<file path="config.mk">
export PLATFORM = sky130hd
export DESIGN_NAME = sram_port_arbiter
export DESIGN_NICKNAME = d
export VERILOG_FILES = /design/src/rtl/sram_port_arbiter_pkg.sv /design/src/rtl/sram_rr_arb2.sv /design/src/rtl/sram_port_arbiter.sv
export SDC_FILE = /design/constraint.sdc
export NUM_CORES = 1
export LEC_CHECK = 0
export BUFFER_PORTS_ARGS = -buffer_cell sky130_fd_sc_hd__buf_2
export CAP_MARGIN = 20
export CORE_ASPECT_RATIO = 1.5
export CORE_MARGIN = 3
export CORE_UTILIZATION = 55
export CTS_BUF_LIST = sky130_fd_sc_hd__clkbuf_4 sky130_fd_sc_hd__clkbuf_8
export DETAILED_ROUTE_END_ITERATION = 8
export GPL_ROUTABILITY_DRIVEN = 0
export PLACE_DENSITY = 0.83
export REMOVE_ABC_BUFFERS = 1
export SETUP_SLACK_MARGIN = 0.05
export SYNTH_ARGS = -nofsm -noshare
export SYNTH_HDL_FRONTEND = slang
export SYNTH_SLANG_ARGS = --single-unit
</file>
<file path="constraint.sdc">
create_clock -name clk -period 3.2 [get_ports clk]
set_input_delay 0.32 -clock clk [delete_from_list [all_inputs] [get_ports clk]]
set_output_delay 0.32 -clock clk [all_outputs]
set_load 0.02 [all_outputs]
</file>
<file path="src/rtl/sram_port_arbiter_pkg.sv">
// Shared constants for the two-port 16-bit SRAM arbiter: FSM encodings, SRAM geometry,
// and a helper that decides whether a 16-bit phase must run.
package sram_port_arbiter_pkg;

  localparam int SRAM_HALF_WIDTH = 16;
  localparam int SRAM_HALF_BIT   = 0;   // half-select is the SRAM address LSB

  localparam logic [1:0] ST_IDLE = 2'd0;
  localparam logic [1:0] ST_LO   = 2'd1;
  localparam logic [1:0] ST_HI   = 2'd2;
  localparam logic [1:0] ST_DONE = 2'd3;

  localparam logic PORT_I = 1'b0;
  localparam logic PORT_D = 1'b1;

  // Reads always run both halves; a write half with no enabled byte is skipped.
  function automatic logic half_active(input logic we, input logic [1:0] be_pair);
    return !we || (|be_pair);
  endfunction

endpackage

</file>
<file path="src/rtl/sram_rr_arb2.sv">
// Two-requester round-robin arbiter. Bit 0 = instruction port, bit 1 = data port.
// The last-grant register only moves when the owner commits a grant via update.
module sram_rr_arb2
  import sram_port_arbiter_pkg::*;
(
  input  logic       clk,
  input  logic       rst,
  input  logic [1:0] req,
  input  logic       update,
  output logic [1:0] grant
);

  logic last_reg;

  // On a tie the port that was not served last wins.
  assign grant[0] = req[0] && (!req[1] || (last_reg == PORT_D));
  assign grant[1] = req[1] && (!req[0] || (last_reg == PORT_I));

  always_ff @(posedge clk) begin
    if (rst) begin
      last_reg <= PORT_D;
    end else if (update && (|grant)) begin
      last_reg <= grant[1];
    end
  end

endmodule

</file>
<file path="src/rtl/sram_port_arbiter.sv">
// Shares one 16-bit async SRAM between the instruction-fetch and data ports; every 32-bit
// access becomes a low-half then high-half SRAM phase, each WAIT_CYCLES+1 cycles long.
module sram_port_arbiter
  import sram_port_arbiter_pkg::*;
#(
  parameter int DATA_WIDTH  = 32,
  parameter int ADDR_WIDTH  = 19,
  parameter int WAIT_CYCLES = 1
) (
  input  logic                       clk,
  input  logic                       rst,
  input  logic                       i_req,
  input  logic [ADDR_WIDTH-1:0]      i_addr,
  output logic [DATA_WIDTH-1:0]      i_rd_data,
  output logic                       i_ack,
  input  logic                       d_req,
  input  logic                       d_we,
  input  logic [ADDR_WIDTH-1:0]      d_addr,
  input  logic [3:0]                 d_be,
  input  logic [DATA_WIDTH-1:0]      d_wr_data,
  output logic [DATA_WIDTH-1:0]      d_rd_data,
  output logic                       d_ack,
  output logic [ADDR_WIDTH:0]        sram_addr,
  output logic                       sram_ce_n,
  output logic                       sram_oe_n,
  output logic                       sram_we_n,
  output logic                       sram_ub_n,
  output logic                       sram_lb_n,
  output logic [SRAM_HALF_WIDTH-1:0] sram_wr_data,
  output logic                       sram_dq_oe,
  input  logic [SRAM_HALF_WIDTH-1:0] sram_rd_data
);

  localparam logic [2:0] LAST_CNT = 3'(WAIT_CYCLES);

  logic [1:0]                 state_reg, state_next;
  logic [2:0]                 cnt_reg, cnt_next;
  logic                       port_reg, we_reg;
  logic [ADDR_WIDTH-1:0]      addr_reg;
  logic [3:0]                 be_reg;
  logic [DATA_WIDTH-1:0]      wr_data_reg;
  logic [SRAM_HALF_WIDTH-1:0] lo_data_reg;

  logic [1:0]            req, grant;
  logic                  start, phase_end, half_next;
  logic                  cur_port, cur_we, lo_act, hi_act;
  logic [ADDR_WIDTH-1:0] cur_addr;
  logic [3:0]            cur_be;
  logic [DATA_WIDTH-1:0] cur_wr_data;

  assign req       = {d_req, i_req};
  assign start     = (state_reg == ST_IDLE) && (|req);
  assign phase_end = (cnt_reg == LAST_CNT);

  sram_rr_arb2 u_arb (
    .clk    (clk),
    .rst    (rst),
    .req    (req),
    .update (start),
    .grant  (grant)
  );

  // In IDLE the access is taken straight from the winning port so the first phase's
  // strobes can be registered on the same edge that latches the request.
  always_comb begin
    cur_port    = port_reg;
    cur_we      = we_reg;
    cur_addr    = addr_reg;
    cur_be      = be_reg;
    cur_wr_data = wr_data_reg;
    if (state_reg == ST_IDLE) begin
      cur_port    = grant[1];
      cur_we      = grant[1] && d_we;
      cur_addr    = grant[1] ? d_addr : i_addr;
      cur_be      = grant[1] ? d_be : 4'hF;
      cur_wr_data = grant[1] ? d_wr_data : '0;
    end
    lo_act = half_active(cur_we, cur_be[1:0]);
    hi_act = half_active(cur_we, cur_be[3:2]);
  end

  always_comb begin
    state_next = state_reg;
    cnt_next   = cnt_reg;
    case (state_reg)
      ST_IDLE: begin
        if (start) begin
          cnt_next = '0;
          if (lo_act)      state_next = ST_LO;
          else if (hi_act) state_next = ST_HI;
          else             state_next = ST_DONE;
        end
      end
      ST_LO: begin
        if (phase_end) begin
          cnt_next   = '0;
          state_next = hi_act ? ST_HI : ST_DONE;
        end else begin
          cnt_next = cnt_reg + 3'd1;
        end
      end
      ST_HI: begin
        if (phase_end) state_next = ST_DONE;
        else           cnt_next   = cnt_reg + 3'd1;
      end
      default: state_next = ST_IDLE;
    endcase
    half_next = (state_next == ST_HI);
  end

  always_ff @(posedge clk) begin
    if (rst) begin
      state_reg    <= ST_IDLE;
      cnt_reg      <= '0;
      port_reg     <= PORT_I;
      we_reg       <= 1'b0;
      addr_reg     <= '0;
      be_reg       <= '0;
      wr_data_reg  <= '0;
      lo_data_reg  <= '0;
      i_rd_data    <= '0;
      d_rd_data    <= '0;
      i_ack        <= 1'b0;
      d_ack        <= 1'b0;
      sram_addr    <= '0;
      sram_ce_n    <= 1'b1;
      sram_oe_n    <= 1'b1;
      sram_we_n    <= 1'b1;
      sram_ub_n    <= 1'b1;
      sram_lb_n    <= 1'b1;
      sram_wr_data <= '0;
      sram_dq_oe   <= 1'b0;
    end else begin
      state_reg <= state_next;
      cnt_reg   <= cnt_next;
      i_ack     <= 1'b0;
      d_ack     <= 1'b0;

      if (start) begin
        port_reg    <= cur_port;
        we_reg      <= cur_we;
        addr_reg    <= cur_addr;
        be_reg      <= cur_be;
        wr_data_reg <= cur_wr_data;
      end

      if ((state_reg == ST_LO) && phase_end) lo_data_reg <= sram_rd_data;

      // The high half is sampled on the final HI cycle, the same edge that raises ack.
      if ((state_next == ST_DONE) && (state_reg != ST_DONE)) begin
        if (cur_port == PORT_D) d_ack <= 1'b1;
        else                    i_ack <= 1'b1;
        if (!cur_we) begin
          if (cur_port == PORT_D) d_rd_data <= {sram_rd_data, lo_data_reg};
          else                    i_rd_data <= {sram_rd_data, lo_data_reg};
        end
      end

      if ((state_next == ST_LO) || (state_next == ST_HI)) begin
        sram_addr <= {cur_addr, half_next};
        sram_ce_n <= 1'b0;
        if (cur_we) begin
          sram_oe_n    <= 1'b1;
          sram_dq_oe   <= 1'b1;
          sram_we_n    <= (cnt_next == LAST_CNT);
          sram_lb_n    <= !(half_next ? cur_be[2] : cur_be[0]);
          sram_ub_n    <= !(half_next ? cur_be[3] : cur_be[1]);
          sram_wr_data <= half_next ? cur_wr_data[DATA_WIDTH-1:SRAM_HALF_WIDTH]
                                    : cur_wr_data[SRAM_HALF_WIDTH-1:0];
        end else begin
          sram_oe_n  <= 1'b0;
          sram_dq_oe <= 1'b0;
          sram_we_n  <= 1'b1;
          sram_lb_n  <= 1'b0;
          sram_ub_n  <= 1'b0;
        end
      end else begin
        sram_ce_n  <= 1'b1;
        sram_oe_n  <= 1'b1;
        sram_we_n  <= 1'b1;
        sram_ub_n  <= 1'b1;
        sram_lb_n  <= 1'b1;
        sram_dq_oe <= 1'b0;
      end
    end
  end

endmodule

</file>
==> results of run 1 <==
cell families (layout without fill, tap and decap cells):
kind of cell,count (synthesis),after routing,share of synthesized area
DFF,187,187,0.481
and+or+nand+nor,242,242,0.135
muxes,30,30,0.0404
buffers and inverters,97,273,0.0506
AOI/OAI and AO/OA,347,347,0.283
adders and majority gates,6,6,0.00932
critical path, cell delays in order (launching register included):
cell and delay [ns]:
dfxtp_1 0.34, inv_1 0.07, ha_1 0.18, nor2b_1 0.17, inv_1 0.10, a211o_1 0.33
a221o_1 0.39, o21a_1 0.14, ha_2 0.31, nor2_2 0.16, inv_1 0.10, nor2_2 0.11
buf_4 0.26, a32o_1 0.21
metrics by stage:
step                      instance area, um2  setup WS (ns)   util  instances  hold slack, ns
after floorplan                         7420          -1.08      -        821           0.389
after global placement                  8950          0.408  0.655       1215           0.446
after detailed placement                8950          0.255  0.655       1215           0.447
after CTS                               9340          0.242  0.684       1247          0.0840
after global routing                    9340          0.109  0.684       1247           0.108
final                                   9340          0.272  0.684       1247           0.120
per-layer routing:
layer  global-route usage  up-vias  wire length [um]
met5                    0        -                 0
met2                0.446      313             10700
met1                0.334     3545              8540
met3               0.0531       42              1380
li1                     -     3643                 -
met4               0.0985        0               521
final timing paths:
check	cells after the start	slack, ns	to	startpoint
worst max-delay path	13	0.27	sram_wr_data[5]	cnt_reg[1]
worst min-delay path	3	0.12	lo_data_reg[7]	sram_rd_data[7]
worst max register to register	13	0.27	sram_wr_data[5]	cnt_reg[1]
worst min register to register	2	0.46	wr_data_reg[31]	wr_data_reg[31]
cells in the mapped netlist, types with 2 or more instances:
cell / instances
o32ai_1: 2
nor3_1: 10
buf_1: 10
nand3_1: 67
o21ai_0: 85
mux2i_1: 28
o31ai_1: 2
ha_1: 5
nand2b_1: 3
clkbuf_1: 61
o22ai_1: 2
a22oi_1: 32
nor2b_1: 3
a211oi_1: 38
buf_2: 15
and2_1: 3
a32o_1: 17
nand2_1: 62
a221o_1: 3
a31o_2: 19
dfxtp_1: 187
a21oi_1: 115
nor2_2: 2
inv_1: 8
o21a_1: 3
o21bai_1: 2
nor2_1: 85
a311oi_1: 18
cell type report:
cell class / count / area (um2)
clock inverter: 11 / 109
multi-input combinational: 625 / 3680
fill: 1185 / 4320
sequential: 187 / 3740
timing repair buffer: 232 / 1300
tap: 162 / 203
clock buffer: 21 / 277
inverter: 9 / 33.8
report_power, final:
part,switching [mW],leakage (nW),total [mW],internal (mW)
combinational,1.04,2.09,1.61,0.567
sequential,0.132,1.52,2.68,2.55
clock,0.834,0.186,1.52,0.683
==> out/qor.json, run 1 <==
{
  "run_status": {
    "outcome": "finished clean"
  },
  "drt": {
    "firstDrtPassIters": 5,
    "routed_wire_length_per_instance_um": 16.9,
    "ant_nets": 0,
    "vias": 7543,
    "drt-vias-per-instance": 6.05,
    "detail_route.wirelength_um": 21100,
    "first_iteration_detailed_routing_drc_count": 470,
    "drc": 0
  },
  "placed_design": {
    "numPortBuffers": 202,
    "hpwlAfterDp_um": 13800
  },
  "die": {
    "die_width_um": 103,
    "core-area_um2": 13700,
    "die_area_um2": 15600,
    "starting_density_of_the_core": 0.570,
    "io_pins": 203,
    "placementRows": 52,
    "floorplan.die.height_um": 152
  },
  "sta": {
    "setup-tns-final_ns": 0,
    "slew_hr": 0.535,
    "max_transition_viols_final": 0,
    "unrepaired_setup_endpoints_after_global_routing": "no",
    "clock-skew-final_ns": 0.0200,
    "final-hold-violation-count": 0,
    "timing_worst_slew_pin_value_ns": 0.697,
    "finalWorstPathRequiredPeriod_ns": 2.93,
    "achievable-frequency_ghz": 0.342,
    "setup_viol": 0,
    "finalCritPeriodShare": 0.915
  },
  "cts": {
    "total_number_of_clock_tree_sinks": 187,
    "cts_buffer_depth": 2,
    "worst_skew_pair.late_latency_ns": 0.45,
    "ctsHoldBuffers": 0,
    "clock_tree.root_cell": "clkbuf_8",
    "maximum_level_of_the_cts_h_tree": 4,
    "clkSlewWorstSetupHoldPaths_ns": 0.10,
    "clock_tree_from_tritoncts": "yes",
    "post_cts_resize_count": 0,
    "postCtsSetupRepairBufs": 0,
    "tritoncts.num_buffers": 17
  },
  "worst_setup_path": {
    "worst_ep_arrival_time_ns": 3.31,
    "critical_path.endpoint_type": "flop",
    "timing.critical_path.fanout_max": 17,
    "worst_ep_required_time_ns": 3.59,
    "timing.critical_path.from_type": "flop",
    "type_of_the_worst_setup_path": "flop to flop"
  },
  "synthesis": {
    "synthesis.area_um2": 7780,
    "synth_sequential_area_ratio": 0.481,
    "ys_ff_latch": 187,
    "most_used_dff_post_synth": "dfxtp_1",
    "postSynthAreaPerCell_um2": 8.56,
    "yosys_warning_count": 0,
    "ys_top_cells_by_area": "dfxtp_1 48%, a21oi_1 7.4%, o21ai_0 5.5%",
    "syn-instance-count": 909,
    "synthDistinctLibCells": 50,
    "synth-edff-count": 0,
    "synth-async-reset-ratio": 0,
    "post-synth-top-area-fraction": 0.481,
    "synth.largest_area_cell": "dfxtp_1"
  },
  "pwr": {
    "p_leak_nw": 3.80,
    "cell_area_power_density_nw_per_um2": 622,
    "finalPower_mw": 5.81,
    "vdd_ir_drop_max_mv": 0.383
  },
  "global_route": {
    "grt.overflow.total": 0,
    "grt_first_pass_wirelength_um": 33600,
    "track_usage": 0.266,
    "grt_start_max_net_pins": 145,
    "grt_antenna_before_repair": 0,
    "grt_pass1_vias": 6938
  },
  "final_layout": {
    "antenna_cells": 0,
    "post_route_cells_drive_above_1_share": 0.274,
    "final_common_cell": "buf_2",
    "areaGrowthSynthToFinish_pct": 20.0,
    "finalNetCount": 1172,
    "mostFrequentLayoutCells": "201 x buf_2, 187 x dfxtp_1, 115 x a21oi_1"
  },
  "worst_hold_path": {
    "hold_path_class": "primary input to flop"
  },
  "run": {
    "cap_viol_max_count": 0
  }
}
Power figures use the tool's default switching activity.
==> inputs of run 2 (changes only) <==
- RECOVER_POWER: unset -> 100
==> run 2 against run 1 <==
Against the previous run: the run now ends with capacitance limit, slew limit left; maximum frequency shrank 0.86%; final cell count did not move; setup slack lost 0.026 ns; via count hardly changed; sequential share of layout area up 0.71 points; die area unchanged; final area is 1.7% lower; routed wire length rose by 0.19%; combinational power shrank 3%.
==> out/qor.json, run 2 (same netlist as run 1, synthesis figures left out) <==
{
  "run_status": {
    "outcome": {"value": "finished with violations", "change": "was finished clean"},
    "violated_checks": "capacitance limit, slew limit"
  },
  "final_layout": {
    "finalNetCount": {"value": 1172, "change": "unchanged"},
    "areaGrowthSynthToFinish": {"value": 18.0, "unit": "%", "change": "was 20.0%"},
    "layout_cells_excl_fill": {"value": 1247, "change": "unchanged"},
    "postLayoutCellArea": {"value": 9180, "unit": "um2", "change": "was 9340 um2"},
    "mostFrequentLayoutCells": {"value": "187 x dfxtp_1, 115 x a21oi_1, 112 x clkbuf_1", "change": "was 201 x buf_2, 187 x dfxtp_1, 115 x a21oi_1"},
    "n_fill_cell": {"value": 1240, "change": "was 1185"},
    "final_common_cell": {"value": "dfxtp_1", "change": "was buf_2"},
    "antenna_cells": {"value": 0, "change": "unchanged"},
    "post_route_cells_drive_above_1_share": {"value": 0.169, "change": "was 0.274"}
  },
  "cts": {
    "clock_tree.root_cell": {"value": "clkbuf_8", "change": "unchanged"},
    "clkSlewWorstSetupHoldPaths": {"value": 0.10, "unit": "ns", "change": "about the same"},
    "worst_skew_pair.late_latency": {"value": 0.45, "unit": "ns", "change": "about the same"},
    "post_cts_resize_count": {"value": 0, "change": "unchanged"},
    "ctsHoldBuffers": {"value": 0, "change": "unchanged"},
    "clock_tree_from_tritoncts": {"value": "yes", "change": "unchanged"},
    "total_number_of_clock_tree_sinks": {"value": 187, "change": "unchanged"},
    "maximum_level_of_the_cts_h_tree": {"value": 4, "change": "unchanged"},
    "tritoncts.num_buffers": {"value": 17, "change": "unchanged"},
    "postCtsSetupRepairBufs": {"value": 0, "change": "unchanged"},
    "cts_buffer_depth": {"value": 2, "change": "unchanged"}
  },
  "worst_setup_path": {
    "type_of_the_worst_setup_path": {"value": "flop to flop", "change": "unchanged"},
    "cp_cell_sequence": {"value": "inv_1 > ha_1 > nor2b_1 > inv_1 > a211o_1 > a221o_1 > o21a_1 > ha_2 > nor2_2 > inv_1 > nor2_1 > buf_4 > a32o_1", "change": "was inv_1 > ha_1 > nor2b_1 > inv_1 > a211o_1 > a221o_1 > o21a_1 > ha_2 > nor2_2 > inv_1 > nor2_2 > buf_4 > a32o_1"},
    "critical_path.endpoint_type": {"value": "flop", "change": "unchanged"},
    "critPathTopFamily": {"value": "compound AO/OA/AOI/OAI gates", "change": "unchanged"},
    "r2r_cells": {"value": 13, "change": "unchanged"},
    "worst-path-buf-inv": {"value": 4, "change": "unchanged"},
    "timing.critical_path.fanout_max": {"value": 17, "change": "unchanged"},
    "timing.critical_path.from_type": {"value": "flop", "change": "unchanged"},
    "critical_path.slowest_cell": {"value": "a221o_1", "change": "unchanged"},
    "worst_ep_required_time": {"value": 3.59, "unit": "ns", "change": "about the same"},
    "critical_path.max_stage_delay": {"value": 0.39, "unit": "ns", "change": "about the same"},
    "cpMostUsedCell": {"value": "inv_1", "change": "unchanged"},
    "path_depth": {"value": 13, "change": "unchanged"},
    "worst_ep_arrival_time": {"value": 3.34, "unit": "ns", "change": "was 3.31 ns"}
  },
  "drt": {
    "drt-vias-per-instance": {"value": 6.04, "change": "was 6.05"},
    "detail_route.wirelength": {"value": 21100, "unit": "um", "change": "about the same"},
    "routed_wire_length_per_instance": {"value": 16.9, "unit": "um", "change": "about the same"},
    "drc": {"value": 0, "change": "unchanged"},
    "vias": {"value": 7536, "change": "was 7543"},
    "firstDrtPassIters": {"value": 5, "change": "unchanged"},
    "first_iteration_detailed_routing_drc_count": {"value": 432, "change": "was 470"},
    "ant_nets": {"value": 0, "change": "unchanged"}
  },
  "global_route": {
    "grt_pass1_vias": {"value": 6938, "change": "unchanged"},
    "grt_antenna_before_repair": {"value": 0, "change": "unchanged"},
    "track_usage": {"value": 0.266, "change": "unchanged"},
    "grt_first_pass_wirelength": {"value": 33600, "unit": "um", "change": "unchanged"},
    "grt.overflow.total": {"value": 0, "change": "unchanged"},
    "grt_start_max_net_pins": {"value": 145, "change": "unchanged"}
  },
  "sta": {
    "finalCritPeriodShare": {"value": 0.923, "change": "was 0.915"},
    "final-hold-violation-count": {"value": 0, "change": "unchanged"},
    "clock-skew-final": {"value": 0.0194, "unit": "ns", "change": "was 0.0200 ns"},
    "max_transition_viols_final": {"value": 84, "change": "was 0"},
    "timing_worst_slew_pin_value": {"value": 1.81, "unit": "ns", "change": "was 0.697 ns"},
    "finalWorstPathRequiredPeriod": {"value": 2.95, "unit": "ns", "change": "was 2.93 ns"},
    "achievable-frequency": {"value": 0.339, "unit": "GHz", "change": "was 0.342 GHz"},
    "unrepaired_setup_endpoints_after_global_routing": {"value": "no", "change": "unchanged"},
    "slew_hr": {"value": -0.205, "change": "was 0.535"},
    "setup-tns-final": {"value": 0, "unit": "ns", "change": "unchanged"},
    "setup_viol": {"value": 0, "change": "unchanged"}
  },
  "pwr": {
    "vdd_ir_drop_max": {"value": 0.378, "unit": "mV", "change": "was 0.383 mV"},
    "p_leak": {"value": 3.33, "unit": "nW", "change": "was 3.80 nW"},
    "cell_area_power_density": {"value": 628, "unit": "nW/um2", "change": "was 622 nW/um2"},
    "finalPower": {"value": 5.77, "unit": "mW", "change": "was 5.81 mW"}
  },
  "die": {
    "die_width": {"value": 103, "unit": "um", "change": "unchanged"},
    "starting_density_of_the_core": {"value": 0.570, "change": "unchanged"},
    "io_pins": {"value": 203, "change": "unchanged"},
    "core-area": {"value": 13700, "unit": "um2", "change": "unchanged"},
    "die_area": {"value": 15600, "unit": "um2", "change": "unchanged"},
    "placementRows": {"value": 52, "change": "unchanged"},
    "floorplan.die.height": {"value": 152, "unit": "um", "change": "unchanged"}
  },
  "worst_hold_path": {
    "timing.hold.worst_path_depth": {"value": 3, "change": "unchanged"},
    "hold_path_class": {"value": "primary input to flop", "change": "unchanged"}
  },
  "run": {
    "cap_viol_max_count": {"value": 2, "change": "was 0"}
  },
  "placed_design": {
    "place_area": {"value": 8950, "unit": "um2", "change": "unchanged"},
    "placed_cells": {"value": 1215, "change": "unchanged"},
    "numPortBuffers": {"value": 202, "change": "unchanged"},
    "hpwlAfterDp": {"value": 13800, "unit": "um", "change": "unchanged"}
  }
}
## run 2: cell types whose count changed in the layout (fill, tap and decap cells not counted), moves of 2 or more
cell,change
clkbuf_1,+112
buf_2,-107
buf_4,-7
clkbuf_2,+2
nor2_1,+2
nor2_2,-2
## run 2: power breakdown
group          internal, mW  leakage [nW]  switching, mW
clock network         0.683         0.186          0.832
registers              2.55          1.52          0.135
logic                 0.525          1.62           1.04
total                  3.76          3.33           2.00
## run 2: final timing paths
| kind | end | slack, ns | from |
|---|---|---|---|
| setup reg to reg | sram_wr_data[5] | 0.25 | cnt_reg[1] |
| setup / recovery | sram_wr_data[5] | 0.25 | cnt_reg[1] |
| hold reg to reg | wr_data_reg[31] | 0.46 | wr_data_reg[31] |
| hold / removal | lo_data_reg[7] | 0.12 | sram_rd_data[7] |
## run 2: worst reg2reg max path, delay by kind of cell (launching register included)
kind,cells,cell delay (ns)
and+or+nand+nor,3,0.47
AOI/OAI and AO/OA,4,1.07
DFF,1,0.34
adders and majority gates,2,0.49
buffers and inverters,4,0.53
## run 2: layout make-up
cell class,count,area [um2],share of cell area
Clock buffer,21,277,0.0301
Clock inverter,11,109,0.0119
Inverter,9,33.8,0.00368
Multi-Input combinational cell,625,3670,0.400
Sequential cell,187,3740,0.408
Tap cell,162,203,0.0221
Timing Repair Buffer,232,1140,0.125
## run 2: layer usage
layer | routed length, um | GRT usage | vias to the layer above
met5 | 0 | 0 | -
met2 | 10700 | 0.446 | 320
met3 | 1460 | 0.0531 | 40
li1 | - | - | 3648
met4 | 502 | 0.0985 | 0
met1 | 8470 | 0.334 | 3528
## run 2: metrics by stage
stage                      util  hold WS (ns)  setup WS [ns]
final                     0.672         0.120          0.247
after global routing      0.672         0.108         0.0701
after CTS                 0.684        0.0840          0.242
after detailed placement  0.655         0.447          0.255
after global placement    0.655         0.446          0.408
after floorplan               -         0.389          -1.08
